<file path="config.mk">
export PLATFORM = sky130hd
export DESIGN_NAME = mem_access_ctrl
export DESIGN_NICKNAME = d
export VERILOG_FILES = /design/src/rtl/mem_access_ctrl.sv
export SDC_FILE = /design/constraint.sdc
export NUM_CORES = 1
export LEC_CHECK = 0
export ABC_AREA = 1
export ABC_CLOCK_PERIOD_IN_PS = 2320
export BUFFER_PORTS_ARGS = -buffer_cell sky130_fd_sc_hd__buf_2
export CORE_MARGIN = 5
export CORE_UTILIZATION = 35
export CTS_BUF_LIST = sky130_fd_sc_hd__clkbuf_16
export CTS_CLUSTER_DIAMETER = 30
export CTS_CLUSTER_SIZE = 24
export DETAILED_ROUTE_END_ITERATION = 16
export PLACE_DENSITY = 0.6
export SYNTH_ARGS = -nofsm -noshare
export SYNTH_HDL_FRONTEND = slang
export SYNTH_SLANG_ARGS = --single-unit
export TNS_END_PERCENT = 1
</file>
<file path="constraint.sdc">
create_clock -name clk -period 2.32 [get_ports clk]
set_input_delay 0 -clock clk [delete_from_list [all_inputs] [get_ports clk]]
set_output_delay 0 -clock clk [all_outputs]
set_load 0.01 [all_outputs]
</file>
<file path="src/rtl/mem_access_ctrl.sv">
// Sequences one load/store through MAR/MDR with a bounded wait on mem_ready.
// Latency: request edge to done = 4 cycles with zero-wait memory, +1 per extra wait cycle.
// Backpressure: requests are dropped while busy; mem_ready stretches the wait states up to TIMEOUT.
module mem_access_ctrl #(
    parameter int TIMEOUT = 16,
    parameter int CNT_W   = 5
) (
    input  logic clk,
    input  logic clr,
    input  logic req_rd,
    input  logic req_wr,
    input  logic mem_ready,
    output logic MARin,
    output logic MDRin,
    output logic read,
    output logic mem_rd,
    output logic mem_wr,
    output logic busy,
    output logic done,
    output logic err
);

    typedef enum logic [2:0] {
        IDLE, ADDR, WDATA, RD_WAIT, WR_WAIT, RD_CAP, DONE, ERR
    } state_t;

    localparam logic [CNT_W-1:0] CNT_LAST = CNT_W'(TIMEOUT - 1);

    state_t           state, state_nxt;
    logic             op_rd, op_rd_nxt;
    logic [CNT_W-1:0] cnt, cnt_nxt;

    always_ff @(posedge clk or negedge clr) begin
        if (!clr) begin
            state <= IDLE;
            op_rd <= 1'b0;
            cnt   <= '0;
        end else begin
            state <= state_nxt;
            op_rd <= op_rd_nxt;
            cnt   <= cnt_nxt;
        end
    end

    always_comb begin
        state_nxt = state;
        op_rd_nxt = op_rd;
        cnt_nxt   = cnt;
        MARin     = 1'b0;
        MDRin     = 1'b0;
        read      = 1'b0;
        mem_rd    = 1'b0;
        mem_wr    = 1'b0;
        done      = 1'b0;
        err       = 1'b0;
        busy      = (state != IDLE);
        case (state)
            IDLE: begin
                // Load has priority when both requests arrive together.
                if (req_rd || req_wr) begin
                    op_rd_nxt = req_rd;
                    state_nxt = ADDR;
                end
            end
            ADDR: begin
                MARin     = 1'b1;
                state_nxt = op_rd ? RD_WAIT : WDATA;
            end
            WDATA: begin
                MDRin     = 1'b1;
                state_nxt = WR_WAIT;
            end
            RD_WAIT, WR_WAIT: begin
                mem_rd = (state == RD_WAIT);
                mem_wr = (state == WR_WAIT);
                // A ready on the last allowed cycle still completes normally.
                if (mem_ready) begin
                    cnt_nxt   = '0;
                    state_nxt = (state == RD_WAIT) ? RD_CAP : DONE;
                end else if (cnt == CNT_LAST) begin
                    cnt_nxt   = '0;
                    state_nxt = ERR;
                end else begin
                    cnt_nxt = cnt + CNT_W'(1);
                end
            end
            RD_CAP: begin
                MDRin     = 1'b1;
                read      = 1'b1;
                state_nxt = DONE;
            end
            DONE: begin
                done      = 1'b1;
                state_nxt = IDLE;
            end
            ERR: begin
                err       = 1'b1;
                cnt_nxt   = '0;
                state_nxt = IDLE;
            end
            default: state_nxt = IDLE;
        endcase
    end

endmodule

</file>
# After elaboration in Yosys (flattened, before gate mapping)
# Cells that the tools add are included.
# W data, S select, Z words.
op_classes:
  eq_ne: 10
  n_reduce_logical: 9
  n_div: 0
  bitwise: 0
  multipliers: 0
  shift: 0
  order_cmp: 0
  n_mux: 16
  add_sub_neg: 1
op_table:
  columns: ["operator", "n"]
  rows:
  - ["$pmux W3 S6", 1]
  - ["$eq A3 B3 Y1 const B", 4]
  - ["$mux W5", 2]
  - ["$pmux W5 S2", 1]
  - ["$mux W3", 3]
  - ["$mux W1", 8]
  - ["$eq A3 B2 Y1 const B", 2]
  - ["$reduce_or A2 Y1", 3]
  - ["$add A5 B1 Y5 const B", 1]
  - ["$eq A5 B4 Y1 const B", 1]
  - ["$reduce_and A2 Y1", 2]
  - ["$eq A3 B1 Y1 const B", 1]
  - ["$logic_not A3 Y1", 1]
  - ["$ne A3 B3 Y1 const B", 1]
  - ["$reduce_bool A3 Y1", 1]
  - ["$mux W2", 1]
  - ["$ne A2 B2 Y1 const B", 1]
  - ["$reduce_bool A2 Y1", 1]
  - ["$logic_or A1 B1 Y1", 1]
totals:
  word_cells: 39
  romBits: 0
  memories: 0
  ram_bits: 0
  latchBits: 0
  register_bits: 9

# Longest topological paths before layout
# Gate-level depths: netlist (run 1).
depth:
  depth_word: 4
  mapped_depth: 8

# Worst setup path after synthesis (run 1)
# OpenSTA, ideal clock, no wires.
synth_path:
  path_type: "register to register"
  start: "register cnt[0]"
  end: "register state[1]"
  setup_ps: 121
  arrival_ps: 1055
  n_path_buf: 0
  synth_period_minus_slack_ps: 1176
  path_slack_ps: 1144
  stages_incl_launch_ff: 8
  cell_sequence: "dfrtp_1 ha_1 nand3_1 nand2_1 nand2_1 nand2_2 nand2_1 o21ai_2"
synth_via:
  elab_chain_len: 3
synth_rtl:
  columns: ["element", "line", "text"]
  rows:
  - ["from (decl)", "31", "logic [CNT_W-1:0] cnt, cnt_nxt;"]
  - ["from (signal assigned)", "41", "cnt <= cnt_nxt;"]
  - ["$eq A5 B4 Y1", "80", "end else if (cnt == CNT_LAST) begin"]
  - ["$ne A3 B3 Y1 (no line)", null, null]
  - ["$reduce_and A2 Y1 (no line)", null, null]
  - ["to (signal assigned)", "39", "state <= state_nxt;"]
  - ["to (decl)", "29", "state_t state, state_nxt;"]
# No other way between the ends.
# A chain may end at the register's enable or synchronous reset.

# Worst setup path after layout (run 1)
layout_path:
  start: "register state[2]"
  end: "output MDRin"
layout_via:
  elab_chain_len: 3
  elab_cells_between_ends: 4
  classes_between: "eq/ne (2); mux (1); reduce/logical (1)"
layout_rtl:
  columns: ["element", "line", "text"]
  rows:
  - ["$eq A3 B3 Y1 or $eq A3 B2 Y1 (tied branches)", "57", "case (state)"]
  - ["$reduce_or A2 Y1 (no line) (*)", null, null]
  - ["$mux W1 (*)", "57", null]
  - ["to (decl)", "14", "output logic MDRin,"]
# Every way passes the cells marked *; elsewhere a longest branch is shown, timed or not.

==> results of run 1 <==
[final cells by class]
cell class              instances  share of cell area
inverters                       9             0.04560
multi-input cells              58              0.4397
clock buffers                   3             0.09772
repair buffers                 13             0.09121
clock inverters                 1            0.004886
well taps                      17             0.02769
flip-flops and latches          9              0.2932
[worst min-delay path by stage]
stage / slack, ns / endpoint / start
3_5_place_dp: -0.14 / state[1]$_DFFE_PN0P_ / clr
5_1_grt: 0.07 / op_rd$_DFFE_PN0P_ / req_rd
2_1_floorplan: -0.30 / cnt[0]$_DFFE_PN0P_ / clr
6_report: 0.06 / op_rd$_DFFE_PN0P_ / req_rd
4_1_cts: 0.06 / op_rd$_DFFE_PN0P_ / req_rd
3_3_place_gp: -0.13 / state[1]$_DFFE_PN0P_ / clr
[layer usage]
| metal | up-vias | share of wire | GRT usage |
|---|---|---|---|
| met5 | - | 0 | 0 |
| met3 | 2 | 0.062 | 0.03725 |
| met2 | 17 | 0.43 | 0.1843 |
| met1 | 236 | 0.50 | 0.1469 |
| li1 | 283 | - | - |
| met4 | 0 | 0.0070 | 0.02620 |
[through the flow]
stage | worst slack (ns) | total power, µW | utilization
6_report | 0.8928 | 1080 | 0.4548
3_3_place_gp | 0.9538 | 786.7 | 0.4022
2_1_floorplan | 1.144 | 676.5 | -
4_1_cts | 0.8773 | 1091 | 0.4548
3_5_place_dp | 0.9102 | 789.1 | 0.4022
5_1_grt | 0.7461 | 1185 | 0.4548
[synth_stat cells, types with 2 or more instances]
| cell type | instances | share of area |
|---|---|---|
| o21ai_1 | 4 | 0.033 |
| inv_2 | 2 | 0.012 |
| nor2_2 | 2 | 0.021 |
| ha_1 | 2 | 0.041 |
| dfrtp_1 | 9 | 0.37 |
| nand3_2 | 2 | 0.033 |
| nand2_2 | 2 | 0.021 |
| nor2_1 | 2 | 0.012 |
| o21ai_0 | 3 | 0.025 |
| nand3_1 | 10 | 0.082 |
| nand2_1 | 21 | 0.13 |
| inv_1 | 6 | 0.037 |
[state kept, by name, indices dropped and copies added (netlist names)]
name   count
cnt        5
op_rd      1
state      3
[kinds of logic (layout without fill, tap and decap cells)]
family	Yosys count	after routing	synth area share
adders and majority gates	2	2	0.04106
AOI/OAI and AO/OA	11	11	0.1109
and+or+nand+nor	43	43	0.3737
xor gates and xnor gates	2	2	0.02875
buffers and inverters	10	26	0.07597
DFF	9	9	0.3696
[power by group through the flow]
stage	registers, µW	logic, µW	clock network [µW]
after floorplan	267	410	0
after global routing	321	553	311
after global placement	308	479	0
after detailed placement	310	479	0
final	307	478	295
after CTS	307	485	298
[worst max-delay path, stage by stage, from the launching register on]
cell and delay (ns):
dfrtp_1 0.58, clkinv_2 0.19, nor2_1 0.15, o21bai_1 0.12, buf_2 0.15
==> impl_summary.txt, run 1 <==
----------------------------------------------------
[Status]
  Run status ... completed

[Critical path]
  R2R Path End ... state[2]$_DFFE_PN0P_
  Path depth of the worst reg2reg path ... 7
  Worst setup EP type ... output pin
  Flop2flop setup slack ... 0.92 ns
  Arrival time reported for the critical path endpoint ... roughly 1.4 ns
  End point of the critical path ... MDRin
  Category of the most critical setup path ... reg -> out
  Required time of the critical path ... between 2 and 2.5 ns
  Maximum fanout along the worst path ... 9
  CP startpoint ... state[2]$_DFFE_PN0P_
  Start of the worst register-to-register path ... state[2]$_DFFE_PN0P_
  Kind of start point of the critical path ... flop

[Global route]
  Global-route wire length before repair ... 2304 µm
  Antenna violations before repair ... 0
  Largest net degree at the start of global routing ... 10
  Number of global-route vias before repair ... 548
  Total routing usage reported by global routing ... 0.1141
  Residual overflow from global routing ... 0

[Power]
  Seq pwr share ... 0.284
  Internal Power ... roughly 620 µW
  Net switching power ... 456.5 µW
  Clock group share of total power ... 0.273
  Relative contribution of combinational cells to total power ... 0.443
  Proportion of total power due to net switching ... 0.4227
  IR Drop Worst-Case VDD ... 0.0006786 V
  Pwr per Cell Area ... 1406 nW/µm²
  Static Leak ... 0.0004054 µW

[Finish]
  Finished layout cell area ... between 700 and 800 µm²
  Multi-input gate area in the final layout ... 337.8 µm²
  Area taken by flip-flops and latches ... 225.2 µm²
  Final-layout fill cell count ... about 170
  Post-synthesis to final-layout area growth ... 26.08%
  Number of cells in the finished layout apart from fillers ... between 100 and 150
  Leading cell type in the layout, fill and taps excluded ... nand2_1
  Commonest cells after routing, fill and taps aside ... 21 x nand2_1, 12 x buf_2, 10 x nand3_1
  Share of final-layout standard cells stronger than drive strength 1 ... 0.3118
  Diodes inserted ... 0
  Count of nets after finishing ... slightly above 100

[Clock network]
  Root Buffer Master ... clkbuf_16
  Insertion delay of the later-clocked pin in the worst-skew pair ... 0.23 ns
  Sinks on the clock net ... 9
  CTS tree ... yes
  Post-CTS setup buffer count ... 0
  Number of cells upsized or downsized after cts ... 0
  CTS clk-pin slew, worst paths ... 0.04 ns
  Number of buffers inserted during clock tree synthesis ... 3
  Htree depth ... 1
  Buffer depth of the longest clock path ... 2
  Post-cts hold buffer count ... 1

[Timing]
  Worst-case headroom to the max-slew limit ... 0.7268
  Worst hold margin ... a little under 0.06 ns
  Shortest clock period the worst path allows after layout ... 1.427 ns
  Number of setup violations in the final report ... 0
  Endpoints failing hold ... 0
  Count of final max-slew check failures ... 0
  RSZ-0062 raised after global routing ... no
  Actual transition at the worst max-transition pin ... between 0.4 and 0.5 ns
  Upper clock frequency limit ... 700.7 MHz
  Aggregate negative setup slack ... 0 ns
  Final worst path period share ... 0.6152
  Layout Skew ... 0.001201 ns

[Routing]
  First-pass DRT Iterations ... 4
  Via Count ... ~540
  # DRC ... 0
  Post-detailed-route via-to-cell ratio ... just under 5
  Count of routing violations after the opening detailed-route iteration ... 15
  Antenna violation net count after detailed routing ... 0
  Post-Route WL ... 1289 µm
  Detailed-route wire length per cell ... 11.72 µm

[Logic synthesis]
  Synth Cell Area ... between 600 and 700 µm²
  Post-Synthesis Net Count ... 84
  Share of async-settable or async-resettable flops after synthesis ... 1.000
  Number of enable-type register cells in the synthesized netlist ... 0
  Predominant post-synthesis flop cell ... dfrtp_1
  Proportion of synthesized chip area in sequential cells ... 0.3696
  Seq cells post-synth ... 9
  Synthesis Warnings ... 0
  Number of distinct library cells after synthesis ... 24
  Mean area per synthesized cell ... 7.913 µm²
  Gate Count Post-Synth ... 77

[Job]
  Count of max-cap constraint violations ... 0

[Floorplanning]
  Overall die width ... roughly 52 µm
  Starting density of the core ... 0.3607
  Die Outline Area ... ~2700 µm²
  Row cnt ... 15
  Core Area ... 1689 µm²
  Height of the die ... just over 50 µm
  Count of boundary I/O pins ... 13

[Place]
  Cell count after placement ... 105
  Instance area after placement ... ~680 µm²
  Buffers added on ports ... 12
  Placer's final routability congestion estimate ... 0.7817
  HPWL after DPL ... 1013 µm

[Min path]
  Class of the most critical hold timing path ... in -> reg
  Hold path cells ... 3

----------------------------------------------------
Power figures use the tool's default switching activity.
==> run 2: changes to the inputs <==
--- a/config.mk
+++ b/config.mk
@@ -6,7 +6,7 @@
 export NUM_CORES = 1
 export LEC_CHECK = 0
 export ABC_AREA = 1
-export ABC_CLOCK_PERIOD_IN_PS = 2320
+export ABC_CLOCK_PERIOD_IN_PS = 1300
 export BUFFER_PORTS_ARGS = -buffer_cell sky130_fd_sc_hd__buf_2
 export CORE_MARGIN = 5
 export CORE_UTILIZATION = 35
@@ -14,7 +14,7 @@
 export CTS_CLUSTER_DIAMETER = 30
 export CTS_CLUSTER_SIZE = 24
 export DETAILED_ROUTE_END_ITERATION = 16
-export PLACE_DENSITY = 0.6
+export PLACE_DENSITY = 0.62
 export SYNTH_ARGS = -nofsm -noshare
 export SYNTH_HDL_FRONTEND = slang
 export SYNTH_SLANG_ARGS = --single-unit
==> constraint.sdc (replaced) <==
create_clock -name clk -period 1.3 [get_ports clk]
set_input_delay 0 -clock clk [delete_from_list [all_inputs] [get_ports clk]]
set_output_delay 0 -clock clk [all_outputs]
set_load 0.01 [all_outputs]
==> run 2 against run 1 <==
Net effect:
- combinational power rose by 140%
- non-clock buffer count up 10
- register-to-register slack worse by 0.84 ns
- largest cell class unchanged
- critical path depth increased by 4
- largest power group unchanged
- highest routed layer unchanged
- clock-buffer cell count is the same
- first-iteration DRC count is 13% lower
==> impl_summary.txt, run 2 (synthesized netlist as in run 1, its figures left out) <==
----------------------------------------------------
[Critical path]
  WP depth ... 8 (was 4)
  R2R Path End ... state[2]$_DFFE_PN0P_ (unchanged)
  CP startpoint ... cnt[1]$_DFFE_PN0P_ (was state[2]$_DFFE_PN0P_)
  Path depth of the worst reg2reg path ... 8 (was 7)
  Buffers & Inverters on Critical Path ... 0 (was 2)
  Arrival time reported for the critical path endpoint ... 1.34 ns (was 1.43 ns)
  Kind of start point of the critical path ... flop (unchanged)
  Category of the most critical setup path ... reg -> reg (was reg -> out)
  Crit path max-delay cell type ... dfrtp_1 (unchanged)
  End point of the critical path ... state[2]$_DFFE_PN0P_ (was MDRin)
  CP top delay family ... simple AND/OR/NAND/NOR gates (was flip-flops)
  Dominant cell type by count on the critical path ... nand2_1
  Flop2flop setup slack ... 0.08 ns (was 0.92 ns)
  Start of the worst register-to-register path ... cnt[1]$_DFFE_PN0P_ (was state[2]$_DFFE_PN0P_)
  Cell chain of the critical path ... ha_4 > nand3_2 > nand2_1 > nand2_2 > nand2_2 > nand2_1 > nand2_1 > nand2_1 (was clkinv_2 > nor2_1 > o21bai_1 > buf_2)
  Worst setup EP type ... flop (was output pin)
  Required time of the critical path ... 1.42 ns (was 2.32 ns)
  Crit-path max cell delay ... 0.41 ns (was 0.58 ns)
  Maximum fanout along the worst path ... 4 (was 9)

[Timing]
  Count of final max-slew check failures ... 0 (unchanged)
  Upper clock frequency limit ... 821.2 MHz
  RSZ-0062 raised after global routing ... yes (was no)
  Layout Skew ... 0.0008017 ns (was 0.001201 ns)
  Final worst path period share ... 0.9368
  Shortest clock period the worst path allows after layout ... 1.218 ns
  Endpoints failing hold ... 0 (unchanged)
  Number of setup violations in the final report ... 0 (unchanged)
  Worst-case headroom to the max-slew limit ... 0.8594 (was 0.7268)
  Actual transition at the worst max-transition pin ... 0.2109 ns (was 0.4098 ns)
  Worst Slack Setup Final ... 0.08221 ns (was 0.8928 ns)

[Global route]
  Antenna violations before repair ... 0 (unchanged)
  Global-route wire length before repair ... 2221 µm (was 2304 µm)
  Total routing usage reported by global routing ... 0.1098 (was 0.1141)
  Largest net degree at the start of global routing ... 10 (unchanged)
  Residual overflow from global routing ... 0 (unchanged)
  Number of global-route vias before repair ... 536 (was 548)

[Clock network]
  Root Buffer Master ... clkbuf_16 (unchanged)
  Sinks on the clock net ... 9 (unchanged)
  Insertion delay of the later-clocked pin in the worst-skew pair ... 0.23 ns (about the same)
  Number of buffers inserted during clock tree synthesis ... 3 (unchanged)
  CTS tree ... yes (unchanged)
  Htree depth ... 1 (unchanged)
  Buffer depth of the longest clock path ... 2 (unchanged)
  CTS clk-pin slew, worst paths ... 0.04 ns (about the same)

[Routing]
  Antenna violation net count after detailed routing ... 0 (unchanged)
  # DRC ... 0 (unchanged)
  Via Count ... 604 (was 538)
  Post-detailed-route via-to-cell ratio ... 5.033 (was 4.891)
  First-pass DRT Iterations ... 4 (unchanged)
  Post-Route WL ... 1479 µm (was 1289 µm)
  Count of routing violations after the opening detailed-route iteration ... 13 (was 15)
  Detailed-route wire length per cell ... 12.33 µm (was 11.72 µm)

[Power]
  Static Leak ... 0.0004481 µW (was 0.0004054 µW)
  Pwr per Cell Area ... 2534 nW/µm² (was 1406 nW/µm²)
  IR Drop Worst-Case VDD ... 0.0007959 V (was 0.0006786 V)

[Finish]
  Flip-flop count of the largest register, all copies and words added ... 5 (unchanged)
  Registers with the most flip-flops ... cnt (5), state (3), op_rd (1) (unchanged)
  Commonest cells after routing, fill and taps aside ... 19 x nand2_1, 12 x buf_2, 10 x buf_4 (was 21 x nand2_1, 12 x buf_2, 10 x nand3_1)
  Post-synthesis to final-layout area growth ... 43.12% (was 26.08%)
  Final-layout fill cell count ... 150 (was 171)
  Util after Layout ... 0.5163 (was 0.4548)
  Share of final-layout standard cells stronger than drive strength 1 ... 0.4563 (was 0.3118)
  Leading cell type in the layout, fill and taps excluded ... nand2_1 (unchanged)
  Largest register by flop count ... cnt (unchanged)
  Diodes inserted ... 0 (unchanged)
  Count of nets after finishing ... 111 (was 101)

[Floorplanning]
  Core Area ... 1689 µm² (unchanged)
  Count of boundary I/O pins ... 13 (unchanged)
  Overall die width ... 51.73 µm (unchanged)
  Height of the die ... 51.73 µm (unchanged)
  Starting density of the core ... 0.3607 (unchanged)
  Row cnt ... 15 (unchanged)
  Die Outline Area ... 2675 µm² (unchanged)

[Job]
  Count of max-cap constraint violations ... 0 (unchanged)

[Min path]
  Hold path cells ... 3 (unchanged)
  Class of the most critical hold timing path ... in -> reg (unchanged)

[Place]
  Worst slack at placement ... 0.03767 ns (was 0.9102 ns)
  Placer's final routability congestion estimate ... 0.7892 (was 0.7817)
  Buffers added on ports ... 12 (unchanged)
  HPWL after DPL ... 1004 µm (was 1013 µm)

[Status]
  Run status ... completed (unchanged)

----------------------------------------------------
-- run 2: cell types whose count changed in the layout (fill, tap and decap cells not counted), sizes merged --
| cell | change |
|---|---|
| buf | +10 |
-- run 2: through the flow --
stage	instances	instance area (µm²)	hold slack [ns]	total power, µW	setup TNS, ns
final	120	872.1	0.04911	2210	0
after global routing	120	872.1	0.05622	2392	-0.01639
after CTS	115	805.8	0.05197	2060	0
after detailed placement	107	694.4	-0.1365	1462	0
after global placement	107	694.4	-0.1370	1456	0
after floorplan	77	609.3	-0.2956	1207	0
-- run 2: timing repair --
action	4_1_cts	5_1_grt
setup endpoints to repair	1	5
buffers inserted	3	5
endpoints found under the hold margin	9	0
pin swaps	0	4
resized for setup	0	9
hold buffers	1	0
-- run 2: how the worst min path moves through the flow --
stage,startpoint,end
2_1_floorplan,clr,cnt[0]$_DFFE_PN0P_
3_3_place_gp,clr,cnt[2]$_DFFE_PN0P_
3_5_place_dp,clr,cnt[2]$_DFFE_PN0P_
4_1_cts,req_rd,op_rd$_DFFE_PN0P_
5_1_grt,req_rd,op_rd$_DFFE_PN0P_
6_report,req_rd,op_rd$_DFFE_PN0P_
-- run 2: layout make-up --
cell class / count / area, µm² / share of cell area
clock inverter: 1 / 3.754 / 0.004304
sequential: 9 / 229.0 / 0.2626
clock buffer: 3 / 75.07 / 0.08608
tap: 17 / 21.27 / 0.02439
multi-input combinational: 58 / 362.8 / 0.4161
inverter: 9 / 35.03 / 0.04017
timing repair buffer: 23 / 145.1 / 0.1664
-- run 2: routing by layer --
metal	up-vias	part of all wire	GRT usage
met5	-	0	0
met4	0	0.011	0.05240
met3	2	0.026	0.01719
met2	9	0.51	0.1886
met1	290	0.45	0.1325
li1	303	-	-
-- run 2: where the power goes --
part / leakage, µW / switching [µW] / total, µW / internal (µW)
combinational: 0.000293 / 642 / 1140 / 503
sequential: 0.000113 / 142 / 536 / 394
clock: 0.0000423 / 128 / 529 / 401
total: 0.000448 / 912 / 2210 / 1300
-- run 2: worst reg2reg max path, delay by kind of cell, from the launching register on --
family	cells	cell delay, ns
adders and majority gates	1	0.16
DFF	1	0.41
and+or+nand+nor	7	0.53
==> run 3: changes to the inputs <==
--- a/config.mk
+++ b/config.mk
@@ -9,12 +9,13 @@
 export ABC_CLOCK_PERIOD_IN_PS = 1300
 export BUFFER_PORTS_ARGS = -buffer_cell sky130_fd_sc_hd__buf_2
 export CORE_MARGIN = 5
-export CORE_UTILIZATION = 35
+export CORE_UTILIZATION = 45
 export CTS_BUF_LIST = sky130_fd_sc_hd__clkbuf_16
 export CTS_CLUSTER_DIAMETER = 30
 export CTS_CLUSTER_SIZE = 24
 export DETAILED_ROUTE_END_ITERATION = 16
-export PLACE_DENSITY = 0.62
+export PLACE_DENSITY = 0.76
+export SKIP_CTS_REPAIR_TIMING = 1
 export SYNTH_ARGS = -nofsm -noshare
 export SYNTH_HDL_FRONTEND = slang
 export SYNTH_SLANG_ARGS = --single-unit
==> run 3 against run 2 <==
Net effect:
- sequential share of layout area grew 0.20 points
- clock skew up 0.0037 ns
- sequential power shrank 1%
- clock-buffer cell count is the same
- register-to-register slack got worse by 0.04 ns
- non-clock buffer count shrank 3
- cell area shrank 1.3%
- clock power is 1% higher
- final cell count down 4.2%
- hold slack got worse by 0.0015 ns
- highest routed layer unchanged
- sequential cell count did not move
- critical path depth is 3 lower
==> impl_summary.txt, run 3 (synthesized netlist as in run 1, its figures left out) <==
----------------------------------------------------
[Status]
  Run status ... completed (unchanged)

[Power]
  Static Leak ... 0.0004382 µW (was 0.0004481 µW)
  Post-layout total power ... 2170 µW (was 2210 µW)
  IR Drop Worst-Case VDD ... 0.001343 V (was 0.0007959 V)
  Pwr per Cell Area ... 2521 nW/µm² (was 2534 nW/µm²)

[Place]
  Buffers added on ports ... 12 (unchanged)
  HPWL after DPL ... 1007 µm (was 1004 µm)
  Worst slack at placement ... 0.02685 ns (was 0.03767 ns)
  Placer's final routability congestion estimate ... 0.7946 (was 0.7892)

[Timing]
  Endpoints failing hold ... 0 (unchanged)
  Layout Skew ... 0.004530 ns (was 0.0008017 ns)
  Worst-case headroom to the max-slew limit ... 0.8616 (was 0.8594)
  Worst Slack Setup Final ... 0.02417 ns (was 0.08221 ns)
  Actual transition at the worst max-transition pin ... 0.2076 ns (was 0.2109 ns)
  Upper clock frequency limit ... 783.8 MHz (was 821.2 MHz)
  Final worst path period share ... 0.9814 (was 0.9368)
  Number of setup violations in the final report ... 0 (unchanged)
  Shortest clock period the worst path allows after layout ... 1.276 ns (was 1.218 ns)
  RSZ-0062 raised after global routing ... yes (unchanged)
  Count of final max-slew check failures ... 0 (unchanged)

[Critical path]
  Dominant cell type by count on the critical path ... buf_4 (was nand2_1)
  Required time of the critical path ... 1.30 ns (was 1.42 ns)
  Crit path max-delay cell type ... dfrtp_2 (was dfrtp_1)
  Cell chain of the critical path ... buf_4 > buf_4 > nand2_2 > nor2_4 > buf_2 (was ha_4 > nand3_2 > nand2_1 > nand2_2 > nand2_2 > nand2_1 > nand2_1 > nand2_1)
  Kind of start point of the critical path ... flop (unchanged)
  R2R Path End ... state[1]$_DFFE_PN0P_ (was state[2]$_DFFE_PN0P_)
  Flop2flop setup slack ... 0.04 ns (was 0.08 ns)
  Path depth of the worst reg2reg path ... 8 (unchanged)
  Start of the worst register-to-register path ... state[1]$_DFFE_PN0P_ (was cnt[1]$_DFFE_PN0P_)
  CP top delay family ... flip-flops (was simple AND/OR/NAND/NOR gates)
  Arrival time reported for the critical path endpoint ... 1.28 ns (was 1.34 ns)
  Category of the most critical setup path ... reg -> out (was reg -> reg)
  Buffers & Inverters on Critical Path ... 3 (was 0)
  Worst setup EP type ... output pin (was flop)
  Crit-path max cell delay ... 0.45 ns (was 0.41 ns)
  Maximum fanout along the worst path ... 6 (was 4)

[Clock network]
  Number of buffers inserted during clock tree synthesis ... 3 (unchanged)
  Buffer depth of the longest clock path ... 2 (unchanged)
  CTS tree ... yes (unchanged)
  Root Buffer Master ... clkbuf_16 (unchanged)
  CTS clk-pin slew, worst paths ... 0.04 ns (about the same)
  Insertion delay of the later-clocked pin in the worst-skew pair ... 0.24 ns (was 0.23 ns)
  Sinks on the clock net ... 9 (unchanged)
  Htree depth ... 1 (unchanged)

[Global route]
  Total routing usage reported by global routing ... 0.1558 (was 0.1098)
  Largest net degree at the start of global routing ... 10 (unchanged)
  Number of global-route vias before repair ... 528 (was 536)
  Global-route wire length before repair ... 2318 µm (was 2221 µm)
  Residual overflow from global routing ... 0 (unchanged)
  Antenna violations before repair ... 0 (unchanged)

[Floorplanning]
  Overall die width ... 46.80 µm (was 51.73 µm)
  Starting density of the core ... 0.4742 (was 0.3607)
  Count of boundary I/O pins ... 13 (unchanged)
  Height of the die ... 46.80 µm (was 51.73 µm)
  Die Outline Area ... 2190 µm² (was 2675 µm²)
  Core Area ... 1285 µm² (was 1689 µm²)
  Row cnt ... 13 (was 15)

[Finish]
  Leading cell type in the layout, fill and taps excluded ... nand2_1 (unchanged)
  Count of nets after finishing ... 108 (was 111)
  Commonest cells after routing, fill and taps aside ... 18 x nand2_1, 12 x buf_2, 9 x nand3_1 (was 19 x nand2_1, 12 x buf_2, 10 x buf_4)
  Flip-flop count of the largest register, all copies and words added ... 5 (unchanged)
  Share of final-layout standard cells stronger than drive strength 1 ... 0.4400 (was 0.4563)
  Post-synthesis to final-layout area growth ... 41.27% (was 43.12%)
  Registers with the most flip-flops ... cnt (5), state (3), op_rd (1) (unchanged)
  Largest register by flop count ... cnt (unchanged)
  Diodes inserted ... 0 (unchanged)

[Min path]
  Hold path cells ... 3 (unchanged)
  Endpoint of the worst hold-timing path ... op_rd$_DFFE_PN0P_ (unchanged)
  Class of the most critical hold timing path ... in -> reg (unchanged)
  Startpoint of the worst hold path ... req_rd (unchanged)

[Routing]
  Detailed-route wire length per cell ... 12.55 µm (was 12.33 µm)
  First-pass DRT Iterations ... 4 (unchanged)
  Antenna violation net count after detailed routing ... 0 (unchanged)
  Via Count ... 616 (was 604)
  # DRC ... 0 (unchanged)
  Post-detailed-route via-to-cell ratio ... 5.357 (was 5.033)
  Count of routing violations after the opening detailed-route iteration ... 11 (was 13)
  Post-Route WL ... 1443 µm (was 1479 µm)

[Job]
  Count of max-cap constraint violations ... 0 (unchanged)

----------------------------------------------------
## run 3: changes by cell type in the layout (fill, tap and decap cells not counted), sizes merged
cell / change
buf: -3
## run 3: routing by layer
metal,part of all wire,track usage,vias to the layer above
met3,0.087,0.08046,6
met5,0,0,-
met1,0.40,0.1976,287
met2,0.49,0.2222,23
met4,0.027,0.06630,0
li1,-,-,300
## run 3: power by group
part	internal, µW	switching, µW	leakage, µW	total [µW]
Combinational	456	648	0.000282	1100
Clock	402	133	0.0000423	535
Sequential	391	140	0.000114	530
Total	1250	921	0.000438	2170
## run 3: worst reg2reg max path: stages (launching register included)
cell	delay, ns
dfrtp_2	0.45
buf_4	0.16
buf_4	0.13
nand2_2	0.14
nor2_4	0.04
nand2_1	0.05
nand2_1	0.06
nand2_1	0.08
o21ai_2	0.06
## run 3: area by class of cell
class	count	area [µm²]
fillers	104	424.2
flip-flops and latches	9	227.7
multi-input cells	58	375.4
clock buffers	3	75.07
clock inverters	1	3.754
inverters	9	37.54
repair buffers	20	122.6
well taps	15	18.77
## run 3: worst max-delay path by stage
stage / endpoint / slack (ns) / startpoint / cells after the start
floorplan: state[1]$_DFFE_PN0P_ / 0.12 / cnt[0]$_DFFE_PN0P_ / 7
global placement: state[1]$_DFFE_PN0P_ / 0.09 / cnt[0]$_DFFE_PN0P_ / 7
detailed placement: state[2]$_DFFE_PN0P_ / 0.03 / cnt[0]$_DFFE_PN0P_ / 8
CTS: MDRin / -0.04 / state[1]$_DFFE_PN0P_ / 5
global route: MDRin / -0.05 / state[1]$_DFFE_PN0P_ / 5
finish: mem_rd / 0.02 / state[1]$_DFFE_PN0P_ / 5
## run 3: through the flow
step           instance area (µm²)  std cells   TNS, ns  hold WS [ns]    util
2_1_floorplan                609.3         77         0       -0.2956       -
3_3_place_gp                 691.9        105         0       -0.1337  0.5385
3_5_place_dp                 691.9        105         0       -0.1359  0.5385
4_1_cts                      770.7        109  -0.04184       -0.3872  0.5998
5_1_grt                      860.8        115  -0.09233       0.07793  0.6699
6_report                     860.8        115         0       0.04765  0.6699
